## src/rtl/cl2_csr_reg_pkg.sv

```systemverilog
// Machine-mode CSR register layouts and trap sequencer types shared by the
// CSR file, the trap controller and its interrupt synchroniser.
package cl2_csr_reg_pkg;

  typedef struct packed {
    logic       sd;
    logic [7:0] rsv_30_23;
    logic       tsr;
    logic       tw;
    logic       tvm;
    logic       mxr;
    logic       sum;
    logic       mprv;
    logic [1:0] xs;
    logic [1:0] fs;
    logic [1:0] mpp;
    logic [1:0] vs;
    logic       spp;
    logic       mpie;
    logic       ube;
    logic       spie;
    logic       rsv_4;
    logic       mie;
    logic       rsv_2;
    logic       sie;
    logic       rsv_0;
  } cl2_csr_mstatus_reg_t;

  typedef struct packed {
    logic [17:0] rsv_31_14;
    logic        lcofie;
    logic        rsv_12;
    logic        meie;
    logic [2:0]  rsv_10_8;
    logic        mtie;
    logic [2:0]  rsv_6_4;
    logic        msie;
    logic [2:0]  rsv_2_0;
  } cl2_csr_mie_reg_t;

  typedef struct packed {
    logic [17:0] rsv_31_14;
    logic        lcofip;
    logic        rsv_12;
    logic        meip;
    logic [2:0]  rsv_10_8;
    logic        mtip;
    logic [2:0]  rsv_6_4;
    logic        msip;
    logic [2:0]  rsv_2_0;
  } cl2_csr_mip_reg_t;

  typedef enum logic [1:0] {
    IDLE     = 2'd0,
    FLUSH    = 2'd1,
    UPDATE   = 2'd2,
    REDIRECT = 2'd3
  } cl2_trap_state_e;

  localparam logic [3:0] IRQ_MSI  = 4'd3;
  localparam logic [3:0] IRQ_MTI  = 4'd7;
  localparam logic [3:0] IRQ_MEI  = 4'd11;
  localparam logic [3:0] IRQ_LCOF = 4'd13;
  localparam logic [1:0] PRIV_M   = 2'b11;

endpackage

```

## src/rtl/cl2_trap_ctrl_irq_sync.sv

```systemverilog
// Synchronises the raw machine interrupt lines into an mip image and picks
// the highest-priority enabled pending interrupt.
module cl2_irq_sync
  import cl2_csr_reg_pkg::*;
#(
  parameter int SyncStages = 1
) (
  input  logic             clk_i,
  input  logic             rst_i,
  input  logic             irq_meip_i,
  input  logic             irq_mtip_i,
  input  logic             irq_msip_i,
  input  logic             irq_lcofip_i,
  input  logic [3:0]       irq_en_i,      // {lcofie, meie, mtie, msie}
  input  logic             global_mie_i,
  output cl2_csr_mip_reg_t mip_o,
  output logic             irq_take_o,
  output logic [3:0]       irq_code_o
);

  logic [3:0] raw_s;
  logic [3:0] synced_s;
  logic [3:0] pend_en_s;

  assign raw_s = {irq_lcofip_i, irq_meip_i, irq_mtip_i, irq_msip_i};

  if (SyncStages == 0) begin : g_nosync
    assign synced_s = raw_s;
  end else begin : g_sync
    logic [SyncStages-1:0][3:0] sync_r;

    // Shift chain from raw lines into the mip image
    always_ff @(posedge clk_i) begin
      if (rst_i) begin
        sync_r <= '0;
      end else begin
        sync_r[0] <= raw_s;
        for (int i = 1; i < SyncStages; i++) begin
          sync_r[i] <= sync_r[i-1];
        end
      end
    end

    assign synced_s = sync_r[SyncStages-1];
  end

  assign pend_en_s = synced_s & irq_en_i;

  // Build mip image and apply fixed MEI > MSI > MTI > LCOF priority
  always_comb begin
    mip_o        = '0;
    mip_o.msip   = synced_s[0];
    mip_o.mtip   = synced_s[1];
    mip_o.meip   = synced_s[2];
    mip_o.lcofip = synced_s[3];
    irq_take_o   = global_mie_i & (|pend_en_s);
    if (pend_en_s[2]) begin
      irq_code_o = IRQ_MEI;
    end else if (pend_en_s[0]) begin
      irq_code_o = IRQ_MSI;
    end else if (pend_en_s[1]) begin
      irq_code_o = IRQ_MTI;
    end else begin
      irq_code_o = IRQ_LCOF;
    end
  end

endmodule

```

## src/rtl/cl2_trap_ctrl.sv

```systemverilog
// Machine-mode trap sequencer: arbitrates exceptions, mret and interrupts,
// then runs flush -> CSR update -> fetch redirect.
module cl2_trap_ctrl
  import cl2_csr_reg_pkg::*;
#(
  parameter bit VectoredEn    = 1'b1,
  parameter int IrqSyncStages = 1
) (
  input  logic                 clk_i,
  input  logic                 rst_i,
  input  cl2_csr_mstatus_reg_t mstatus_i,
  input  cl2_csr_mie_reg_t     mie_i,
  input  logic [31:0]          mtvec_i,
  input  logic [31:0]          mepc_i,
  input  logic                 irq_meip_i,
  input  logic                 irq_mtip_i,
  input  logic                 irq_msip_i,
  input  logic                 irq_lcofip_i,
  input  logic                 exc_valid_i,
  input  logic [4:0]           exc_cause_i,
  input  logic [31:0]          exc_pc_i,
  input  logic [31:0]          exc_tval_i,
  input  logic                 mret_valid_i,
  input  logic [31:0]          next_pc_i,
  input  logic                 pipe_empty_i,
  output logic                 busy_o,
  output logic                 flush_o,
  output cl2_csr_mip_reg_t     mip_o,
  output logic                 csr_we_o,
  output cl2_csr_mstatus_reg_t mstatus_wdata_o,
  output logic [31:0]          mepc_wdata_o,
  output logic [31:0]          mcause_wdata_o,
  output logic [31:0]          mtval_wdata_o,
  output logic                 mepc_we_o,
  output logic                 mcause_we_o,
  output logic                 mtval_we_o,
  output logic                 redirect_valid_o,
  output logic [31:0]          redirect_pc_o,
  input  logic                 redirect_ready_i
);

  cl2_trap_state_e      state_r;
  logic                 is_mret_r;
  logic                 is_irq_r;
  logic [31:0]          cause_r;
  logic [31:0]          epc_r;
  logic [31:0]          tval_r;
  logic                 irq_take_s;
  logic [3:0]           irq_code_s;
  logic [31:0]          base_s;
  logic [31:0]          target_s;
  cl2_csr_mstatus_reg_t mstatus_next_s;

  cl2_irq_sync #(.SyncStages(IrqSyncStages)) u_irq_sync (
    .clk_i        (clk_i),
    .rst_i        (rst_i),
    .irq_meip_i   (irq_meip_i),
    .irq_mtip_i   (irq_mtip_i),
    .irq_msip_i   (irq_msip_i),
    .irq_lcofip_i (irq_lcofip_i),
    .irq_en_i     ({mie_i.lcofie, mie_i.meie, mie_i.mtie, mie_i.msie}),
    .global_mie_i (mstatus_i.mie),
    .mip_o        (mip_o),
    .irq_take_o   (irq_take_s),
    .irq_code_o   (irq_code_s)
  );

  assign base_s = {mtvec_i[31:2], 2'b00};

  // Next mstatus image and redirect target for the latched event
  always_comb begin
    mstatus_next_s     = mstatus_i;
    mstatus_next_s.mpp = PRIV_M;
    if (is_mret_r) begin
      mstatus_next_s.mie  = mstatus_i.mpie;
      mstatus_next_s.mpie = 1'b1;
    end else begin
      mstatus_next_s.mpie = mstatus_i.mie;
      mstatus_next_s.mie  = 1'b0;
    end
    if (is_mret_r) begin
      target_s = mepc_i;
    end else if (VectoredEn && (mtvec_i[1:0] == 2'b01) && is_irq_r) begin
      target_s = base_s + {26'd0, cause_r[3:0], 2'b00};
    end else begin
      target_s = base_s;
    end
  end

  // Sequencer with all outputs registered alongside the state
  always_ff @(posedge clk_i) begin
    if (rst_i) begin
      state_r          <= IDLE;
      is_mret_r        <= 1'b0;
      is_irq_r         <= 1'b0;
      cause_r          <= 32'd0;
      epc_r            <= 32'd0;
      tval_r           <= 32'd0;
      busy_o           <= 1'b0;
      flush_o          <= 1'b0;
      csr_we_o         <= 1'b0;
      mstatus_wdata_o  <= '0;
      mepc_wdata_o     <= 32'd0;
      mcause_wdata_o   <= 32'd0;
      mtval_wdata_o    <= 32'd0;
      mepc_we_o        <= 1'b0;
      mcause_we_o      <= 1'b0;
      mtval_we_o       <= 1'b0;
      redirect_valid_o <= 1'b0;
      redirect_pc_o    <= 32'd0;
    end else begin
      case (state_r)
        IDLE: begin
          if (exc_valid_i || mret_valid_i || irq_take_s) begin
            state_r <= FLUSH;
            busy_o  <= 1'b1;
            flush_o <= 1'b1;
          end else begin
            state_r <= IDLE;
          end
          if (exc_valid_i) begin
            is_mret_r <= 1'b0;
            is_irq_r  <= 1'b0;
            cause_r   <= {27'd0, exc_cause_i};
            epc_r     <= exc_pc_i;
            tval_r    <= exc_tval_i;
          end else if (mret_valid_i) begin
            is_mret_r <= 1'b1;
            is_irq_r  <= 1'b0;
          end else if (irq_take_s) begin
            is_mret_r <= 1'b0;
            is_irq_r  <= 1'b1;
            cause_r   <= {1'b1, 27'd0, irq_code_s};
            epc_r     <= next_pc_i;
            tval_r    <= 32'd0;
          end else begin
            is_mret_r <= is_mret_r;
          end
        end
        FLUSH: begin
          if (pipe_empty_i) begin
            state_r         <= UPDATE;
            flush_o         <= 1'b0;
            csr_we_o        <= 1'b1;
            mstatus_wdata_o <= mstatus_next_s;
            mepc_wdata_o    <= epc_r & 32'hFFFF_FFFC;
            mcause_wdata_o  <= cause_r;
            mtval_wdata_o   <= tval_r;
            mepc_we_o       <= ~is_mret_r;
            mcause_we_o     <= ~is_mret_r;
            mtval_we_o      <= ~is_mret_r;
          end else begin
            flush_o <= 1'b1;
          end
        end
        UPDATE: begin
          state_r          <= REDIRECT;
          csr_we_o         <= 1'b0;
          mepc_we_o        <= 1'b0;
          mcause_we_o      <= 1'b0;
          mtval_we_o       <= 1'b0;
          redirect_valid_o <= 1'b1;
          redirect_pc_o    <= target_s;
        end
        REDIRECT: begin
          if (redirect_ready_i) begin
            state_r          <= IDLE;
            redirect_valid_o <= 1'b0;
            busy_o           <= 1'b0;
          end else begin
            redirect_valid_o <= 1'b1;
          end
        end
        default: begin
          state_r          <= IDLE;
          busy_o           <= 1'b0;
          flush_o          <= 1'b0;
          csr_we_o         <= 1'b0;
          redirect_valid_o <= 1'b0;
        end
      endcase
    end
  end

endmodule

```

## config.mk

```make
export PLATFORM = sky130hd
export DESIGN_NAME = cl2_trap_ctrl
export DESIGN_NICKNAME = d
export VERILOG_FILES = /design/src/rtl/cl2_csr_reg_pkg.sv /design/src/rtl/cl2_trap_ctrl_irq_sync.sv /design/src/rtl/cl2_trap_ctrl.sv
export SDC_FILE = /design/constraint.sdc
export NUM_CORES = 1
export LEC_CHECK = 0
export CORE_AREA = 2 2 169 171
export DETAILED_ROUTE_END_ITERATION = 12
export DIE_AREA = 0 0 171 173
export HOLD_SLACK_MARGIN = 0.02
export PLACE_DENSITY = 0.67
export SYNTH_ARGS = -nofsm -noshare
export SYNTH_HDL_FRONTEND = slang
export SYNTH_SLANG_ARGS = --single-unit
```

## constraint.sdc

```tcl
create_clock -name clk_i -period 5.3 [get_ports clk_i]
set_input_delay 1.06 -clock clk_i [delete_from_list [all_inputs] [get_ports clk_i]]
set_output_delay 1.06 -clock clk_i [all_outputs]
set_load 0.005 [all_outputs]
```

## Word-level counts from Yosys, hierarchy flattened

Index checks and enable logic that the tools add are counted.
W data, S select, Z words.

- Reductions and logical operators: 18
- $add $sub $neg: 1
- Equal/unequal tests: 8
- Muxes and demuxes: 37
- Bitwise gates (word level): 3

Operators with widths:

| operator | count |
|---|---|
| $mux W32 | 11 |
| $add A32 B6 Y32 | 1 |
| $mux W1 | 15 |
| $mux W4 | 3 |
| $pmux W1 S2 | 5 |
| $reduce_and A2 Y1 | 5 |
| $reduce_bool A2 Y1 | 5 |
| $ne A2 B2 Y1 const B | 4 |
| $pmux W2 S4 | 1 |
| $reduce_and A3 Y1 | 2 |
| $and A4 B4 Y4 | 1 |
| $eq A2 B1 Y1 const B | 2 |
| $eq A2 B2 Y1 const B | 2 |
| $mux W2 | 2 |
| $reduce_or A4 Y1 | 1 |
| $reduce_bool A3 Y1 | 1 |
| $logic_not A2 Y1 | 1 |
| $logic_or A1 B1 Y1 | 2 |
| $and A1 B1 Y1 | 1 |
| $logic_and A1 B1 Y1 | 1 |
| $not A1 Y1 | 1 |

- Output and inout bits: 199
- Register bits after elaboration: 266
- Word-level logic and storage cells: 104
- Bits of input ports: 239

## Longest topological paths before layout

- Depth after elaboration: 7
- Mapped depth: 9

## Cells and area by module

A second synthesis with hierarchy kept.

- Cells, all modules: 1080
- Area total of the unflattened synthesis: 9071.2 µm²

Modules (own cells, without submodules):

| module | area an instance (µm²) | instances | cells each | sequential area each (µm²) |
|---|---|---|---|---|
| cl2_trap_ctrl | 8693.3 | 1 | 1033 | 4164.0 |
| cl2_irq_sync | 377.9 | 1 | 47 | 80.1 |

## Least setup slack after synthesis

No wires, ideal clock.

- Kind: input to register
- Start: in mtvec_i[4]
- End: reg redirect_pc_o[19]
- Setup slack: 2.711 ns
- Library setup time: 0.080 ns
- Stages: 7
- Arrival: 2.509 ns
- Buffers on the path: 1
- Cell sequence: ha_1 -> o21ai_0 -> o21bai_1 -> clkbuf_1 -> nand4b_1 -> xor2_1 -> a211oi_2

- Longest elaborated chain between the ends: 3

Ends and longest elaborated chain:

| item | line | text |
|---|---|---|
| start: declaration | cl2_trap_ctrl.sv:13 | `input logic [31:0] mtvec_i,` |
| $add A32 B6 Y32 | cl2_trap_ctrl.sv:84 | `target_s = base_s + {26'd0, cause_r[3:0], 2'b00};` |
| $mux W32 | cl2_trap_ctrl.sv:83 | `end else if (VectoredEn && (mtvec_i[1:0] == 2'b01) && is_irq_r) begin` |
| $mux W32 | cl2_trap_ctrl.sv:81 | `if (is_mret_r) begin` |
| end signal: assignment | cl2_trap_ctrl.sv:163 | `redirect_pc_o <= target_s;` |
| end: declaration | cl2_trap_ctrl.sv:38 | `output logic [31:0] redirect_pc_o,` |

No other way between the ends.
A chain may end at the register's enable or synchronous reset.

## Final worst setup path

- Start: in mie_i[11] (netlist bit)
- End: reg tval_r[29]

- Longest elaborated chain between the ends: 5

Ends and longest elaborated chain:

| item | line | text |
|---|---|---|
| start: declaration | cl2_trap_ctrl.sv:12 | `input cl2_csr_mie_reg_t mie_i,` |
| $and A4 B4 Y4 | cl2_trap_ctrl_irq_sync.sv:47 | `assign pend_en_s = synced_s & irq_en_i;` |
| $reduce_or A4 Y1 | cl2_trap_ctrl_irq_sync.sv:56 | `irq_take_o = global_mie_i & (\|pend_en_s);` |
| $and A1 B1 Y1 | cl2_trap_ctrl_irq_sync.sv:56 |  |
| $reduce_bool A2 Y1 (no line) | - |  |
| $reduce_and A3 Y1 (no line) | - |  |
| end signal: assignment | cl2_trap_ctrl.sv:126 | `tval_r <= exc_tval_i;` |
| end: declaration | cl2_trap_ctrl.sv:47 | `logic [31:0] tval_r;` |

No other way between the ends.

==> results.py <==
metrics = {
    "status": {
        "status": "finished, final reports clean",
    },
    "sta": {
        "slew_headroom_pct": 33.4,
        "final.period_utilization_pct": 59.6,
        "tightest_slew_ns": 0.998,
        "rsz0062_at_grt": "no",
        "fin_tns_setup_ns": 0,
        "min_period_ns": 3.16,
        "finalSetupViolCount": 0,
        "fmax_ghz": 0.317,
        "fin_skew_ns": 0.00787,
        "finalMaxSlewViolations": 0,
        "finalHoldViolCount": 0,
    },
    "route": {
        "wl_mm": 28.5,
        "drc": 0,
        "viasPerCell": 4.81,
        "wl_met1_mm": 11.7,
        "met3_length_mm": 2.46,
        "drtIter0Drc": 397,
        "ant_nets": 0,
        "top_layer_used": "met4",
        "routedWlPerCell_um": 16.3,
        "vias": 8393,
        "wl_met2_mm": 13.7,
        "drtPass1Iterations": 5,
    },
    "layout": {
        "area_growth_pct": 46.6,
        "final_net_count": 1598,
        "diodes": 0,
        "fill_cells": 2686,
        "layout-drive-gt1-share_pct": 7.46,
    },
    "clock_network": {
        "root_buffer": "clkbuf_16",
        "cts_buffer_depth": 3,
        "clk_latency_ns": 0.52,
        "cts_tree": "done",
        "cts_htree_levels": 1,
        "cts.sinks": 212,
        "cts_resized": 0,
        "path_clk_slew_ns": 0.06,
        "postCtsSetupBuffers": 0,
        "cts_hold_buf": 0,
        "cts_buffers": 25,
    },
    "critical_path": {
        "end_kind": "flop",
        "worst-setup-path-type": "in -> reg",
        "reg2reg_slack_ns": 2.69,
        "crit_arrival_ns": 3.62,
        "startpoint_type": "input pin",
        "required_ns": 5.76,
        "worstPathMaxFanout": 33,
    },
    "grt": {
        "grt_pass1_wl_mm": 44.0,
        "gr-total-overflow": 0,
        "grt_max_degree": 82,
        "grt_pass1_vias": 8155,
        "grt.total_usage_pct": 18.4,
        "antenna_found_initial": 1,
    },
    "pwr": {
        "p_int_mw": 3.62,
        "pwr-share-seq_pct": 38.5,
        "swShare_pct": 30.9,
        "leakage_nw": 4.95,
        "power_switching_mw": 1.62,
        "power_density_mw_per_mm2": 388,
        "combPwrFrac_pct": 29.0,
        "power.total_mw": 5.24,
        "p_clk_share_pct": 32.5,
        "vdd_drop_max_mv": 0.263,
    },
    "die": {
        "die_area_mm2": 0.0296,
        "ios": 438,
        "num_rows": 61,
        "chipWidth_um": 171,
        "start_util_pct": 33.4,
        "coreArea_mm2": 0.0276,
        "die_h_um": 173,
    },
    "yosys": {
        "synth_ff_type": "dfxtp_1",
        "synth-seq-area-share_pct": 46.0,
        "synth_edf_count": 0,
        "syn_inst": 1041,
        "ys_warn_count": 0,
        "avgSynthCellArea_um2": 8.86,
        "synthArstFlopShare_pct": 0,
        "netlist_area_mm2": 0.00922,
        "synth_seq_cells": 212,
        "synth_cell_types": 66,
    },
    "placement": {
        "gp_congestion": 0.836,
        "portBuffers": 347,
        "dp_hpwl_mm": 20.2,
    },
    "run": {
        "maxCapViolCount": 0,
    },
    "min_path": {
        "hold_path_class": "reg -> reg",
    },
}
final cells by class:
class	count	area, µm²	share of cell area (%)
multi-input cells	740	4380	32.4
flip-flops and latches	212	4240	31.4
well taps	378	473	3.50
clock buffers	36	717	5.30
repair buffers	359	3560	26.3
inverters	12	45.0	0.333
clock inverters	9	98.8	0.731
synth_stat cells (all sizes together) (3+ instances only):
| master | instances | area, µm² |
|---|---|---|
| buf | 80 | 573 |
| mux2i | 38 | 380 |
| nor4 | 5 | 61.3 |
| o22ai | 18 | 113 |
| nand4b | 3 | 26.3 |
| o21ai | 12 | 60.1 |
| nor2b | 9 | 56.3 |
| inv | 12 | 45.0 |
| a221oi | 4 | 41.3 |
| or3 | 4 | 25.0 |
| clkbuf | 52 | 195 |
| nor3 | 7 | 35.0 |
| a211oi | 42 | 480 |
| nand3 | 13 | 82.6 |
| nand4 | 14 | 87.6 |
| dfxtp | 212 | 4240 |
| nor2 | 62 | 240 |
| ha | 8 | 100 |
| a22oi | 19 | 143 |
| a21o | 3 | 22.5 |
| o211ai | 4 | 30.0 |
| xnor2 | 3 | 26.3 |
| a22o | 33 | 289 |
| nand2 | 216 | 813 |
| xor2 | 15 | 131 |
| and2 | 3 | 18.8 |
| a21oi | 115 | 576 |
final timing paths:
path | start | to | cells after the start
min | mtval_wdata_o[14] | mtval_wdata_o[14] | 2
min reg2reg | mtval_wdata_o[14] | mtval_wdata_o[14] | 2
max reg2reg | state_r[0] | epc_r[14] | 8
max | mie_i[11] | tval_r[29] | 6
sequential cells by signal (all words and copies together) (netlist names):
name                      flops
state_r                       2
mtval_wdata_o                32
redirect_pc_o                32
flush_o                       1
mtval_we_o                    1
busy_o                        1
mepc_wdata_o                 30
redirect_valid_o              1
cause_r                       6
epc_r                        30
u_irq_sync.g_sync.sync_r      4
mstatus_wdata_o              31
tval_r                       32
is_irq_r                      1
csr_we_o                      1
mcause_wdata_o                6
is_mret_r                     1
routing by layer:
| metal | vias to the layer above | GRT usage (%) |
|---|---|---|
| met2 | 303 | 32.0 |
| met3 | 42 | 5.40 |
| met4 | 0 | 4.48 |
| met5 | - | 0 |
| li1 | 4153 | - |
| met1 | 3895 | 22.3 |
metrics by stage:
stage | hold WS (ns) | cells | utilization, % | area [µm²] | setup WS, ns
6_report | 0.451 | 1746 | 48.9 | 13500 | 2.14
5_1_grt | 0.466 | 1746 | 48.9 | 13500 | 1.97
4_1_cts | 0.452 | 1746 | 48.9 | 13500 | 2.14
3_5_place_dp | 0.444 | 1701 | 46.0 | 12700 | 1.60
3_3_place_gp | 0.438 | 1701 | 46.0 | 12700 | 1.58
2_1_floorplan | 0.432 | 1096 | - | 9430 | 2.71
power groups by stage:
stage	registers (mW)	logic, mW	clock network, mW
after detailed placement	2.05	1.53	0
after global placement	2.04	1.50	0
after global routing	2.05	1.68	1.82
final	2.02	1.52	1.70
after floorplan	2.04	0.916	0
after CTS	2.02	1.54	1.76
placed cells by master, fill, tap and decap left out, drive strengths merged, types with 4 or more instances in the layout:
cell type      netlist  routed
o22ai               18      18
nand2              216     216
a22o                33      33
a21oi              115     115
nor4                 5       5
a211oi              42      42
nor2b                9       9
buf                 80      14
clkinv               0       6
clkbuf              52      36
nor2                62      62
mux2i               38      38
clkdlybuf4s50        0     345
or3                  4       4
nor3                 7       7
inv                 12      13
a22oi               19      19
dfxtp              212     212
o211ai               4       4
nand4               14      14
xor2                15      15
conb                 1      56
o21ai               12      12
ha                   8       8
a221oi               4       4
nand3               13      13
cell families after synthesis:
group	Yosys count	synth area share, %
buffers and inverters	144	8.82
AO/OA/AOI/OAI	270	20.9
multiplexers	40	4.37
AND/OR/NAND/NOR	347	16.8
adder cells (fa/ha/maj)	9	1.30
flip-flops	212	46.0
XOR/XNOR	18	1.71
other	1	0.0407
worst max-delay path, cell delays in order:
cell	delay [ns]
clkdlybuf4s50_1	0.45
a222oi_1	0.69
a211oi_1	0.22
a21o_2	0.28
nor2_4	0.64
a22o_1	0.26
No activity file was read; power rests on OpenSTA's default activity.
